===== src/rtl/multi_strobe_timer.sv =====
// ---------------------------------------------------------------------------
// multi_strobe_timer
//   NUM_CH independent strobe channels driven from one clock. Each channel
//   has its own runtime-programmable period P and mode:
//     0 toggle   : o_out inverts at every terminal count (period 2(P+1))
//     1 pulse    : o_out mirrors o_tick
//     2 one-shot : first terminal sets o_out/o_done, then the channel stops
//     3 reserved : behaves as toggle
//   A terminal count occurs every P+1 enabled cycles.
//
//   Optional build macro MULTI_STROBE_TIMER_SHADOW_EN: writes go to a
//   per-channel shadow register and are transferred to the active period and
//   mode at the next terminal count, or straight away if the channel is
//   disabled or stopped. Without the macro a write takes effect on the next
//   clock and restarts the channel.
//
// Ports:
//   i_clk        system clock, rising-edge
//   i_rst_n      asynchronous active-low reset
//   i_en         per-channel run enable
//   i_wr_stb     write strobe qualifying the i_wr_* buses
//   i_wr_ch      channel index for the write (out-of-range indices ignored)
//   i_wr_period  new period P
//   i_wr_mode    new mode
//   o_out        per-channel strobe output
//   o_tick       one-cycle pulse following each terminal count
//   o_done       sticky one-shot completion flag
// ---------------------------------------------------------------------------
module multi_strobe_timer #(
  parameter int               NUM_CH         = 4,
  parameter int               CNT_W          = 32,
  parameter logic [CNT_W-1:0] DEFAULT_PERIOD = CNT_W'(50_000_000),
  parameter logic [1:0]       DEFAULT_MODE   = 2'd0,
  localparam int              CH_W           = (NUM_CH > 1) ? $clog2(NUM_CH) : 1
) (
  input  logic              i_clk,
  input  logic              i_rst_n,
  input  logic [NUM_CH-1:0] i_en,
  input  logic              i_wr_stb,
  input  logic [CH_W-1:0]   i_wr_ch,
  input  logic [CNT_W-1:0]  i_wr_period,
  input  logic [1:0]        i_wr_mode,
  output logic [NUM_CH-1:0] o_out,
  output logic [NUM_CH-1:0] o_tick,
  output logic [NUM_CH-1:0] o_done
);

  genvar gi;
  for (gi = 0; gi < NUM_CH; gi++) begin : g_ch
    logic [CNT_W-1:0] cnt_q, cnt_d;
    logic [CNT_W-1:0] period_q, period_d;
    logic [1:0]       mode_q, mode_d;
    logic             out_q, out_d;
    logic             tick_q, tick_d;
    logic             done_q, done_d;
    logic             en_prev_q;
    logic             wr_hit;
    logic             en_rise;
    logic             stopped;
`ifdef MULTI_STROBE_TIMER_SHADOW_EN
    logic [CNT_W-1:0] shadow_period_q, shadow_period_d;
    logic [1:0]       shadow_mode_q, shadow_mode_d;
    logic             pend_q, pend_d;
`endif

    // Decoding against each channel's own index makes out-of-range writes
    // fall through without a separate bounds check.
    assign wr_hit  = i_wr_stb && (i_wr_ch == CH_W'(gi));
    assign en_rise = i_en[gi] && !en_prev_q;
    // A completed one-shot parks until re-armed.
    assign stopped = (mode_q == 2'd2) && done_q;

    always_comb begin
      cnt_d    = cnt_q;
      period_d = period_q;
      mode_d   = mode_q;
      out_d    = out_q;
      tick_d   = 1'b0;
      done_d   = done_q;
`ifdef MULTI_STROBE_TIMER_SHADOW_EN
      shadow_period_d = shadow_period_q;
      shadow_mode_d   = shadow_mode_q;
      pend_d          = pend_q;
`endif

      if (!i_en[gi]) begin
        cnt_d = '0;
        if (mode_q == 2'd1) out_d = 1'b0;
      end else if ((mode_q == 2'd2) && en_rise) begin
        // Re-arm the one-shot on an enable rising edge.
        cnt_d  = '0;
        out_d  = 1'b0;
        done_d = 1'b0;
      end else if (stopped) begin
        cnt_d = '0;
      end else if (cnt_q == period_q) begin
        cnt_d  = '0;
        tick_d = 1'b1;
        case (mode_q)
          2'd1: out_d = 1'b1;
          2'd2: begin
            out_d  = 1'b1;
            done_d = 1'b1;
          end
          default: out_d = ~out_q;
        endcase
      end else begin
        cnt_d = cnt_q + CNT_W'(1);
        if (mode_q == 2'd1) out_d = 1'b0;
      end

`ifdef MULTI_STROBE_TIMER_SHADOW_EN
      // tick_d doubles as "terminal this cycle" for the transfer decision.
      if (wr_hit) begin
        shadow_period_d = i_wr_period;
        shadow_mode_d   = i_wr_mode;
        pend_d          = 1'b1;
      end else if (pend_q && (!i_en[gi] || stopped || tick_d)) begin
        period_d = shadow_period_q;
        mode_d   = shadow_mode_q;
        pend_d   = 1'b0;
        cnt_d    = '0;
        if (stopped) begin
          out_d  = 1'b0;
          done_d = 1'b0;
        end
      end
`else
      // A write overrides everything, including a coincident terminal.
      if (wr_hit) begin
        period_d = i_wr_period;
        mode_d   = i_wr_mode;
        cnt_d    = '0;
        out_d    = 1'b0;
        tick_d   = 1'b0;
        done_d   = 1'b0;
      end
`endif
    end

    always_ff @(posedge i_clk or negedge i_rst_n) begin
      if (!i_rst_n) begin
        cnt_q     <= '0;
        period_q  <= DEFAULT_PERIOD;
        mode_q    <= DEFAULT_MODE;
        out_q     <= 1'b0;
        tick_q    <= 1'b0;
        done_q    <= 1'b0;
        en_prev_q <= 1'b0;
`ifdef MULTI_STROBE_TIMER_SHADOW_EN
        shadow_period_q <= DEFAULT_PERIOD;
        shadow_mode_q   <= DEFAULT_MODE;
        pend_q          <= 1'b0;
`endif
      end else begin
        cnt_q     <= cnt_d;
        period_q  <= period_d;
        mode_q    <= mode_d;
        out_q     <= out_d;
        tick_q    <= tick_d;
        done_q    <= done_d;
        en_prev_q <= i_en[gi];
`ifdef MULTI_STROBE_TIMER_SHADOW_EN
        shadow_period_q <= shadow_period_d;
        shadow_mode_q   <= shadow_mode_d;
        pend_q          <= pend_d;
`endif
      end
    end

    assign o_out[gi]  = out_q;
    assign o_tick[gi] = tick_q;
    assign o_done[gi] = done_q;
  end

endmodule


===== config.mk =====
export PLATFORM = sky130hd
export DESIGN_NAME = multi_strobe_timer
export DESIGN_NICKNAME = d
export VERILOG_FILES = /design/src/rtl/multi_strobe_timer.sv
export SDC_FILE = /design/constraint.sdc
export NUM_CORES = 1
export LEC_CHECK = 0
export ABC_AREA = 1
export ABC_CLOCK_PERIOD_IN_PS = 1800
export BUFFER_PORTS_ARGS = -buffer_cell sky130_fd_sc_hd__buf_4
export CORE_MARGIN = 10
export CORE_UTILIZATION = 55
export DETAILED_ROUTE_END_ITERATION = 10
export HOLD_SLACK_MARGIN = 0.06
export PLACE_DENSITY = 0.75
export SKIP_CTS_REPAIR_TIMING = 1
export SLEW_MARGIN = 20
export SYNTH_ARGS = -nofsm -noshare
export SYNTH_HDL_FRONTEND = slang
export SYNTH_SLANG_ARGS = --single-unit

===== constraint.sdc =====
create_clock -name i_clk -period 1.8 [get_ports i_clk]
set_clock_uncertainty 0.1 [all_clocks]
set_input_delay 0.54 -clock i_clk [delete_from_list [all_inputs] [get_ports i_clk]]
set_output_delay 0.54 -clock i_clk [all_outputs]
set_load 0.05 [all_outputs]

==> impl.org, run 1 <==
** Outcome
- Result of the run :: complete, but fails checks
- Violated checks :: setup timing

** Drt
- For this run, the detailed router's first-pass iteration total came to 8.
- Total wire length :: 47.3 mm
- The first routing iteration left 1,418 violations.
- After detailed routing, the average wire length per cell comes to 18.1 um.
- For this block, the via count after detailed routing is 14.2k.
- The detail route stage leaves a number of antenna-violating nets equal to 0.
- Number of DRC violations after detailed routing :: 0
- Routed vias/inst :: 5.42

** Clocking
- Clock latency on the worst-skew pair :: 0.56 ns
- Clock net sink count :: 280
- Bufs on Longest Clock Path :: 3
- Cts bufs inserted :: 29
- The root buffer cell chosen for the clock tree is sky130_fd_sc_hd__clkbuf_16.
- CTS tree :: yes
- CTS built an H-tree with a depth of 1.
- Clock-pin slew reported for the worst setup and hold paths after clock tree synthesis :: 0.06 ns

** Die
- Core ar. :: 27,100 um2
- The die covers 34,700 um2.
- In this run the count of I/O pins placed on the die edge is 55.
- The floorplan has 60 rows.
- The floorplan step set the die height to 186 um.
- The die is 186 um wide.
- Initial Util :: 56.1%

** Synth
- Number of distinct library cells after synthesis :: 40
- Summing the areas of all compound-gate instances in the mapped netlist gives 6.60% of the synthesized area.
- Multiplexer fraction of the synthesized cell area :: 0%
- Counting flops with a built-in enable in the synthesized netlist gives 0.
- Of all flip-flops after synthesis, the portion carrying an async set or reset was 100%.
- A synthesized cell averages 7.81 um2.
- YS warnings :: 0
- Of the total synthesized cell area, the portion taken by XOR and XNOR cells is 8.06%.
- Synthesis produced 1,948 cells.
- Share of synthesized cell area in and, or, nand and nor gates :: 30.3%
- The number of nets in the synthesized netlist is 2,003.
- Synthesis inferred 280 register bits.
- The cell area that synthesis handed to floorplanning was 15,200 um2.
- Commonest register cell after synthesis :: sky130_fd_sc_hd__dfrtp_1
- Dominant combinational cell family by area after synthesis :: simple AND/OR/NAND/NOR gates
- Post-synthesis share of cell area spent on full adders, half adders and majority gates :: 0.987%
- Sequential fraction of the synthesis area :: 46.4%

** Layout
- Fraction of layout cells with a size suffix above 1 :: 32.2%
- Counting the fill cells in the layout gives 1,826.
- Final std cells w/o fill :: 2,614
- Layout Area Growth over Synthesis :: 33.7%
- # diodes :: 0
- Summing all non-filler instances in the final layout gives an area of 20,300 um2.
- Most common cell after layout, fill and taps aside :: sky130_fd_sc_hd__nand2_1
- The net count of the finished layout is 2,274.
- Most used cells in the layout excluding fill and tap cells :: sky130_fd_sc_hd__nand2_1, sky130_fd_sc_hd__buf_4, sky130_fd_sc_hd__inv_1, sky130_fd_sc_hd__dfrtp_1, sky130_fd_sc_hd__nor2_1
- Cells fill 75.0% of the core in the end.

** Placement
- Post-DP HPWL :: 30.9 mm
- IO Port Bufs :: 54
- Placed inst area :: 17,300 um2
- At the placement stage, the worst setup path has a slack of -0.232 ns.
- Count of placed standard cells including taps :: 2,499
- The congestion estimate from routability-driven global placement came to 0.920.

** Global routing
- The first global-routing pass estimated 66.9 mm of wire.
- Number of global-route vias before repair :: 12.7k
- In this run the most used layer during global routing was met2.
- Met1 track demand over resource :: 32.8%
- Global routing consumed, over all layers together, 23.3% of the routing resources.
- In the global route stage, met3 resource usage came out at 3.02%.
- The total overflow left after global routing is 0.
- Met2 routing resource usage after global routing :: 37.1%
- Entering global routing, the biggest net connects 56 pins.
- The number of antenna violations at the first check in global routing came to 1.

** Timing
- Number of failing setup endpoints in the final timing report :: 94
- Final critical-path required period :: 1.93 ns
- Worst slack on hold paths :: 0.120 ns
- The number of pins with negative max-slew slack in the final report came to 0.
- Setup repair after global routing could not meet its margin everywhere.
- Dividing the final minimum period by the clock period gives 107%.
- Number of endpoints with negative hold slack in the final report :: 0
- For the final routed database, the setup TNS stands at -3.58 ns.
- Transition time at the pin with the least slew margin :: 0.542 ns
- Max Clk Rate :: 517 MHz
- Measured against its own limit, the worst slew margin works out to 63.8%.
- Across all setup checks in the final design, the least slack found is -0.133 ns.

** Worst hold path
- In this run the worst hold path is classified as in2reg.

** Pwr
- The design draws 16.8 mW.
- Registers are responsible for 44.5% of the overall power.
- Across the VDD grid, the largest voltage drop is 0.794 mV.
- Fraction of power consumed by combinational cells :: 18.3%
- NetSw :: 4.86 mW
- The clock network is responsible for 37.1% of the overall power.
- P per Cell Area :: 824 nW/um2
- Summed over all cells, the static leakage comes to 9.15 nW.
- Of the total power, the share spent switching nets is 29.0%.
- Int Power :: 11.9 mW

** Setup path
- The critical path goes through buf_6, nand3_4, nor3_4, nand2_2, nor2_4, nand3_4, nor3_1, nor3_4.
- Crit path max fanout :: 6
- Crit-path leading delay family :: simple AND/OR/NAND/NOR gates
- Crit path capture type :: flip-flop
- Critical Path Max Stage Delay :: 0.42 ns
- Kind of launch point of the worst setup path :: flip-flop
- The largest individual stage delay along the critical path comes from the cell sky130_fd_sc_hd__dfrtp_2.
- STA puts the critical path data arrival time at 2.28 ns.
- At the worst endpoint, the required time is 2.14 ns.
- The critical path is of the reg2reg type.
- Together, buffers and inverters on the worst path number 1.

** Job
- The tool flagged a number of max-cap violations equal to 0.
[cells by family after synthesis]
kind of cell / Yosys count
AOI/OAI and AO/OA: 191
adders and majority gates: 12
DFF: 280
buffers and inverters: 292
xor gates and xnor gates: 140
and+or+nand+nor: 1033
[sequential cells by signal (all words and copies together), names as in the netlist]
register        flops
g_ch.cnt_q        128
g_ch.done_q         4
g_ch.en_prev_q      4
g_ch.out_q          4
g_ch.mode_q         8
g_ch.tick_q         4
g_ch.period_q     128
[power by group through the flow]
stage / clock, mW / sequential, mW / combinational, mW
3_3_place_gp: 0 / 7.49 / 2.43
3_5_place_dp: 0 / 7.50 / 2.52
4_1_cts: 6.24 / 7.40 / 2.54
2_1_floorplan: 0 / 7.36 / 1.60
5_1_grt: 6.53 / 7.51 / 3.39
6_report: 6.23 / 7.46 / 3.07
[layout make-up]
cell class                 count  area [um2]  share of cell area (%)
clock buffer                  43         868                    4.27
clock inverter                11         114                   0.560
inverter                     239         900                    4.42
multi-input combinational   1376        8250                    40.5
sequential                   280        7100                    34.9
tap                          372         465                    2.29
timing repair buffer         293        2650                    13.0
[routing by layer]
layer / share of wire, % / vias up
li1: - / 6609
met1: 42 / 6812
met3: 7.0 / 125
met2: 48 / 612
met5: 0 / -
met4: 3.3 / 0
[synth_stat cells, types with 11 or more instances]
master | n | area share [%]
sky130_fd_sc_hd__buf_2 | 13 | 0.43
sky130_fd_sc_hd__o21ai_1 | 15 | 0.49
sky130_fd_sc_hd__nor3_1 | 46 | 1.5
sky130_fd_sc_hd__buf_4 | 12 | 0.59
sky130_fd_sc_hd__nand3_1 | 33 | 1.1
sky130_fd_sc_hd__nand4_1 | 25 | 1.0
sky130_fd_sc_hd__dfrtp_1 | 232 | 38
sky130_fd_sc_hd__nand2_1 | 592 | 15
sky130_fd_sc_hd__xor2_1 | 55 | 3.2
sky130_fd_sc_hd__nor2_2 | 12 | 0.49
sky130_fd_sc_hd__dfstp_2 | 48 | 8.3
sky130_fd_sc_hd__nor3_2 | 20 | 1.3
sky130_fd_sc_hd__xnor2_1 | 85 | 4.9
sky130_fd_sc_hd__o21ai_0 | 125 | 4.1
sky130_fd_sc_hd__nor2_4 | 11 | 0.81
sky130_fd_sc_hd__nor2_1 | 247 | 6.1
sky130_fd_sc_hd__inv_1 | 228 | 5.6
sky130_fd_sc_hd__clkbuf_1 | 28 | 0.69
sky130_fd_sc_hd__inv_2 | 11 | 0.27
sky130_fd_sc_hd__ha_1 | 12 | 0.99
sky130_fd_sc_hd__a21oi_1 | 28 | 0.92
[final timing paths]
check / from / endpoint / slack (ns) / depth (start not counted)
min in group asynchronous: i_rst_n / g_ch[1].period_q[29] / 0.35 / 2
worst max register to register: g_ch[0].cnt_q[0] / g_ch[0].cnt_q[27] / -0.13 / 8
worst max-delay path: g_ch[0].cnt_q[0] / g_ch[0].cnt_q[27] / -0.13 / 8
max in group asynchronous: i_rst_n / g_ch[3].period_q[20] / 0.62 / 3
worst min register to register: g_ch[3].period_q[23] / g_ch[3].period_q[23] / 0.40 / 2
worst min-delay path: i_en[2] / g_ch[2].en_prev_q / 0.12 / 2
Power figures use the tool's default switching activity.
==> run 2: changes to the inputs <==
--- a/config.mk
+++ b/config.mk
@@ -12,7 +12,7 @@
 export CORE_UTILIZATION = 55
 export DETAILED_ROUTE_END_ITERATION = 10
 export HOLD_SLACK_MARGIN = 0.06
-export PLACE_DENSITY = 0.75
+export PLACE_DENSITY = 0.81
 export SKIP_CTS_REPAIR_TIMING = 1
 export SLEW_MARGIN = 20
 export SYNTH_ARGS = -nofsm -noshare
==> constraint.sdc (replaced) <==
create_clock -name i_clk -period 1.8 [get_ports i_clk]
set_clock_uncertainty 0.1 [all_clocks]
set_input_delay 0.45 -clock i_clk [delete_from_list [all_inputs] [get_ports i_clk]]
set_output_delay 0.45 -clock i_clk [all_outputs]
set_load 0.05 [all_outputs]
==> impl.org, run 2 (synthesis results as in run 1) <==
** Clocking
- Clock net sink count :: 280 (unchanged)
- Clock root cell :: sky130_fd_sc_hd__clkbuf_16
- The number of buffers on the longest clock path came to 3 (unchanged).
- Clock latency on the worst-skew pair :: 0.59 ns (+0.03 ns)
- CTS tree :: yes
- The clock-pin slew on the worst setup and hold paths came to 0.06 ns (about the same).
- H-tree depth :: 1 (unchanged)
- Cts bufs inserted :: 31 (+6.9%)

** Timing
- The final critical delay including setup and external delays is 1.98 ns (+0.0433 ns).
- The actual slew at the worst max-slew pin was 0.574 ns (+0.0317 ns).
- Worst slew margin relative to its limit :: 61.7% (-2.1 points)
- Worst slack on hold paths :: 0.0708 ns (-0.0492 ns)
- Final critical-path share of the clock period :: 110% (+2.4 points)
- Setup repair after global routing could not meet its margin everywhere.
- Number of failing setup endpoints in the final timing report :: 103 (+9.6%)
- Max Clk Rate :: 506 MHz (-2.2%)
- Number of endpoints with negative hold slack in the final report :: 0 (unchanged)
- The number of pins with negative max-slew slack in the final report came to 0 (unchanged).
- The smallest setup slack after layout was -0.176 ns (-0.0433 ns).

** Setup path
- Crit path top cell by count :: sky130_fd_sc_hd__nand2_1
- Crit-path leading delay family :: simple AND/OR/NAND/NOR gates
- Count of buffering cells on the critical path with inverters included :: 2 (+1)
- Required arrival time at the worst endpoint :: 2.17 ns (+0.03 ns)
- The top fanout value on the critical path came to 5 (-1).
- The highest cell delay on the worst timing path was 0.48 ns (+0.06 ns).
- Crit-path slowest cell :: sky130_fd_sc_hd__dfrtp_2
- Setup Crit Path Kind :: reg2reg
- The worst setup path is captured at a flip-flop.
- The worst setup path is launched from a flip-flop.
- The arrival time at the worst endpoint came to 2.35 ns (+0.07 ns).
- Crit-path cells :: xnor2_2, nand2_1, nor2_1, nand2_1, nor2_1, nand2_1, nand2_2, buf_12, clkbuf_16, nor2_2

** Pwr
- Int Power :: 11.7 mW (-2.1%)
- Fraction of power consumed by combinational cells :: 18.4% (about the same)
- The largest vdd supply drop is 0.706 mV (-11%).
- The final total power came to 16.6 mW (-0.94%).
- The cell area power density came to 820 nW/um2 (-0.44%).
- The sequential share of power came to 45.0% (+0.5 points).
- Power share of the clock group :: 36.6% (-0.5 points)
- NetSw :: 4.95 mW (+1.8%)
- Leakage power total :: 9.03 nW (-1.4%)
- Net Sw Frac :: 29.8% (+0.81 points)

** Placement
- The instance area after placement was 17,300 um2 (-0.16%).
- Post-DP HPWL :: 31.1 mm (+0.53%)
- IO Port Bufs :: 54 (unchanged)
- Weighted congestion at the end of routability-driven global placement :: 0.941 (+2.3%)
- Dpl ws :: -0.175 ns (+0.0574 ns)

** Layout
- The final net count is 2,272 (-0.088%).
- Final Util :: 74.7% (-0.38 points)
- Filler Cell Count :: 1,778 (-2.6%)
- Layout Area Growth over Synthesis :: 33.0%
- The largest registers in the layout are g_ch.cnt_q (128), g_ch.period_q (128), g_ch.mode_q (8).
- Final design area excluding fillers :: 20,200 um2 (-0.50%)
- Most used cells in the layout excluding fill and tap cells :: sky130_fd_sc_hd__nand2_1, sky130_fd_sc_hd__buf_4, sky130_fd_sc_hd__inv_1, sky130_fd_sc_hd__dfrtp_1, sky130_fd_sc_hd__nor2_1
- Fraction of layout cells with a size suffix above 1 :: 32.2% (-0.091 points)
- Most common cell after layout, fill and taps aside :: sky130_fd_sc_hd__nand2_1

** Die
- The area enclosed by the die boundary was 34,700 um2 (unchanged).
- The count of standard-cell rows was 60 (unchanged).
- Floorplan die width :: 186 um (unchanged)
- Initial Util :: 56.1% (unchanged)
- The floorplan core area is 27,100 um2 (unchanged).
- The number of I/O pins is 55 (unchanged).
- The chip height is 186 um (unchanged).

** Global routing
- The first-pass GRT wire length is 69.0 mm (+3.1%).
- The combined global-route utilization of all metal layers was 24.1% (+0.73 points).
- Maximum number of pins on one net before global-route repair :: 53 (-5.4%)
- The number of global-route vias before repair was 13.4k (+5.4%).
- The number of antenna violations at the first check in global routing came to 1 (unchanged).
- Final global-route overflow total :: 0 (unchanged)

** Drt
- Number of DRC violations after detailed routing :: 0 (unchanged)
- The number of search-and-repair iterations in the first detailed-routing pass is 5 (-3).
- Routed signal wires occupy layers up through met4.
- Per-cell routed wire length :: 18.7 um (+3.5%)
- The met3 wire length came to 4.06 mm (+22%).
- Sum of routed wire segments on met1 :: 19.2 mm (-2.9%)
- The number of DRC markers in iteration 0 came to 1,545 (+9.0%).
- The total number of vias is 14.6k (+3.0%).
- The number of vias per cell was 5.59 (+3.1%).
- The total wirelength of the detailed-routed design was 48.9 mm (+3.5%).
- The met2 routed wirelength was 22.9 mm (+1.0%).
- Routed Antenna Nets :: 0 (unchanged)

** Worst hold path
- Kind of path behind the tightest hold check :: in2reg

** Outcome
- Violated checks :: setup timing
- The run finished, with violations left.

** Job
- Max cap viols :: 0 (unchanged)
run 2: changes by cell type in the layout (fill, tap and decap cells not counted), moves of 9 or more:
cell,previous run,this run
sky130_fd_sc_hd__nand2_1,560,551
sky130_fd_sc_hd__buf_4,235,244
sky130_fd_sc_hd__nand2_2,29,42
sky130_fd_sc_hd__buf_6,32,16
run 2: final timing paths:
check | slack (ns) | start | depth (start not counted) | endpoint
min reg2reg | 0.40 | g_ch[1].period_q[7] | 2 | g_ch[1].period_q[7]
max | -0.18 | g_ch[0].cnt_q[2] | 10 | g_ch[0].cnt_q[13]
max in group asynchronous | 0.56 | i_rst_n | 3 | g_ch[1].period_q[19]
min in group asynchronous | 0.31 | i_rst_n | 2 | g_ch[0].done_q
max reg2reg | -0.18 | g_ch[0].cnt_q[2] | 10 | g_ch[0].cnt_q[13]
min | 0.07 | i_en[0] | 3 | g_ch[0].done_q
run 2: power by group through the flow:
stage	Sequential (mW)	Clock, mW	Combinational, mW
after floorplan	7.36	0	1.60
after global placement	7.47	0	2.42
after detailed placement	7.49	0	2.52
after CTS	7.40	6.09	2.56
after global routing	7.53	6.35	3.34
final	7.48	6.07	3.05
run 2: per-layer routing:
layer	GRT usage, %	vias up
met5	0	-
met4	10.4	0
met3	3.56	194
met2	38.9	830
met1	31.6	6979
li1	-	6586
run 2: layout make-up:
cell class | count | area [um2] | share of cell area, %
multi-input cells | 1376 | 8250 | 40.7
flip-flops and latches | 280 | 7100 | 35.1
repair buffers | 289 | 2560 | 12.7
inverters | 239 | 900 | 4.45
clock buffers | 47 | 896 | 4.43
well taps | 372 | 465 | 2.30
clock inverters | 8 | 63.8 | 0.315
diodes | 1 | 2.50 | 0.0124
run 2: per-stage QoR:
| step | cells | setup TNS, ns |
|---|---|---|
| 6_report | 2612 | -7.76 |
| 5_1_grt | 2611 | -15.38 |
| 4_1_cts | 2547 | -5.64 |
| 3_5_place_dp | 2492 | -9.17 |
| 3_3_place_gp | 2492 | -5.38 |
| 2_1_floorplan | 1948 | 0 |
run 2: tightest hold or removal path, stage by stage:
cell and delay (ns):
sky130_fd_sc_hd__buf_4 0.13, sky130_fd_sc_hd__nand4_1 0.08, sky130_fd_sc_hd__a21oi_1 0.06
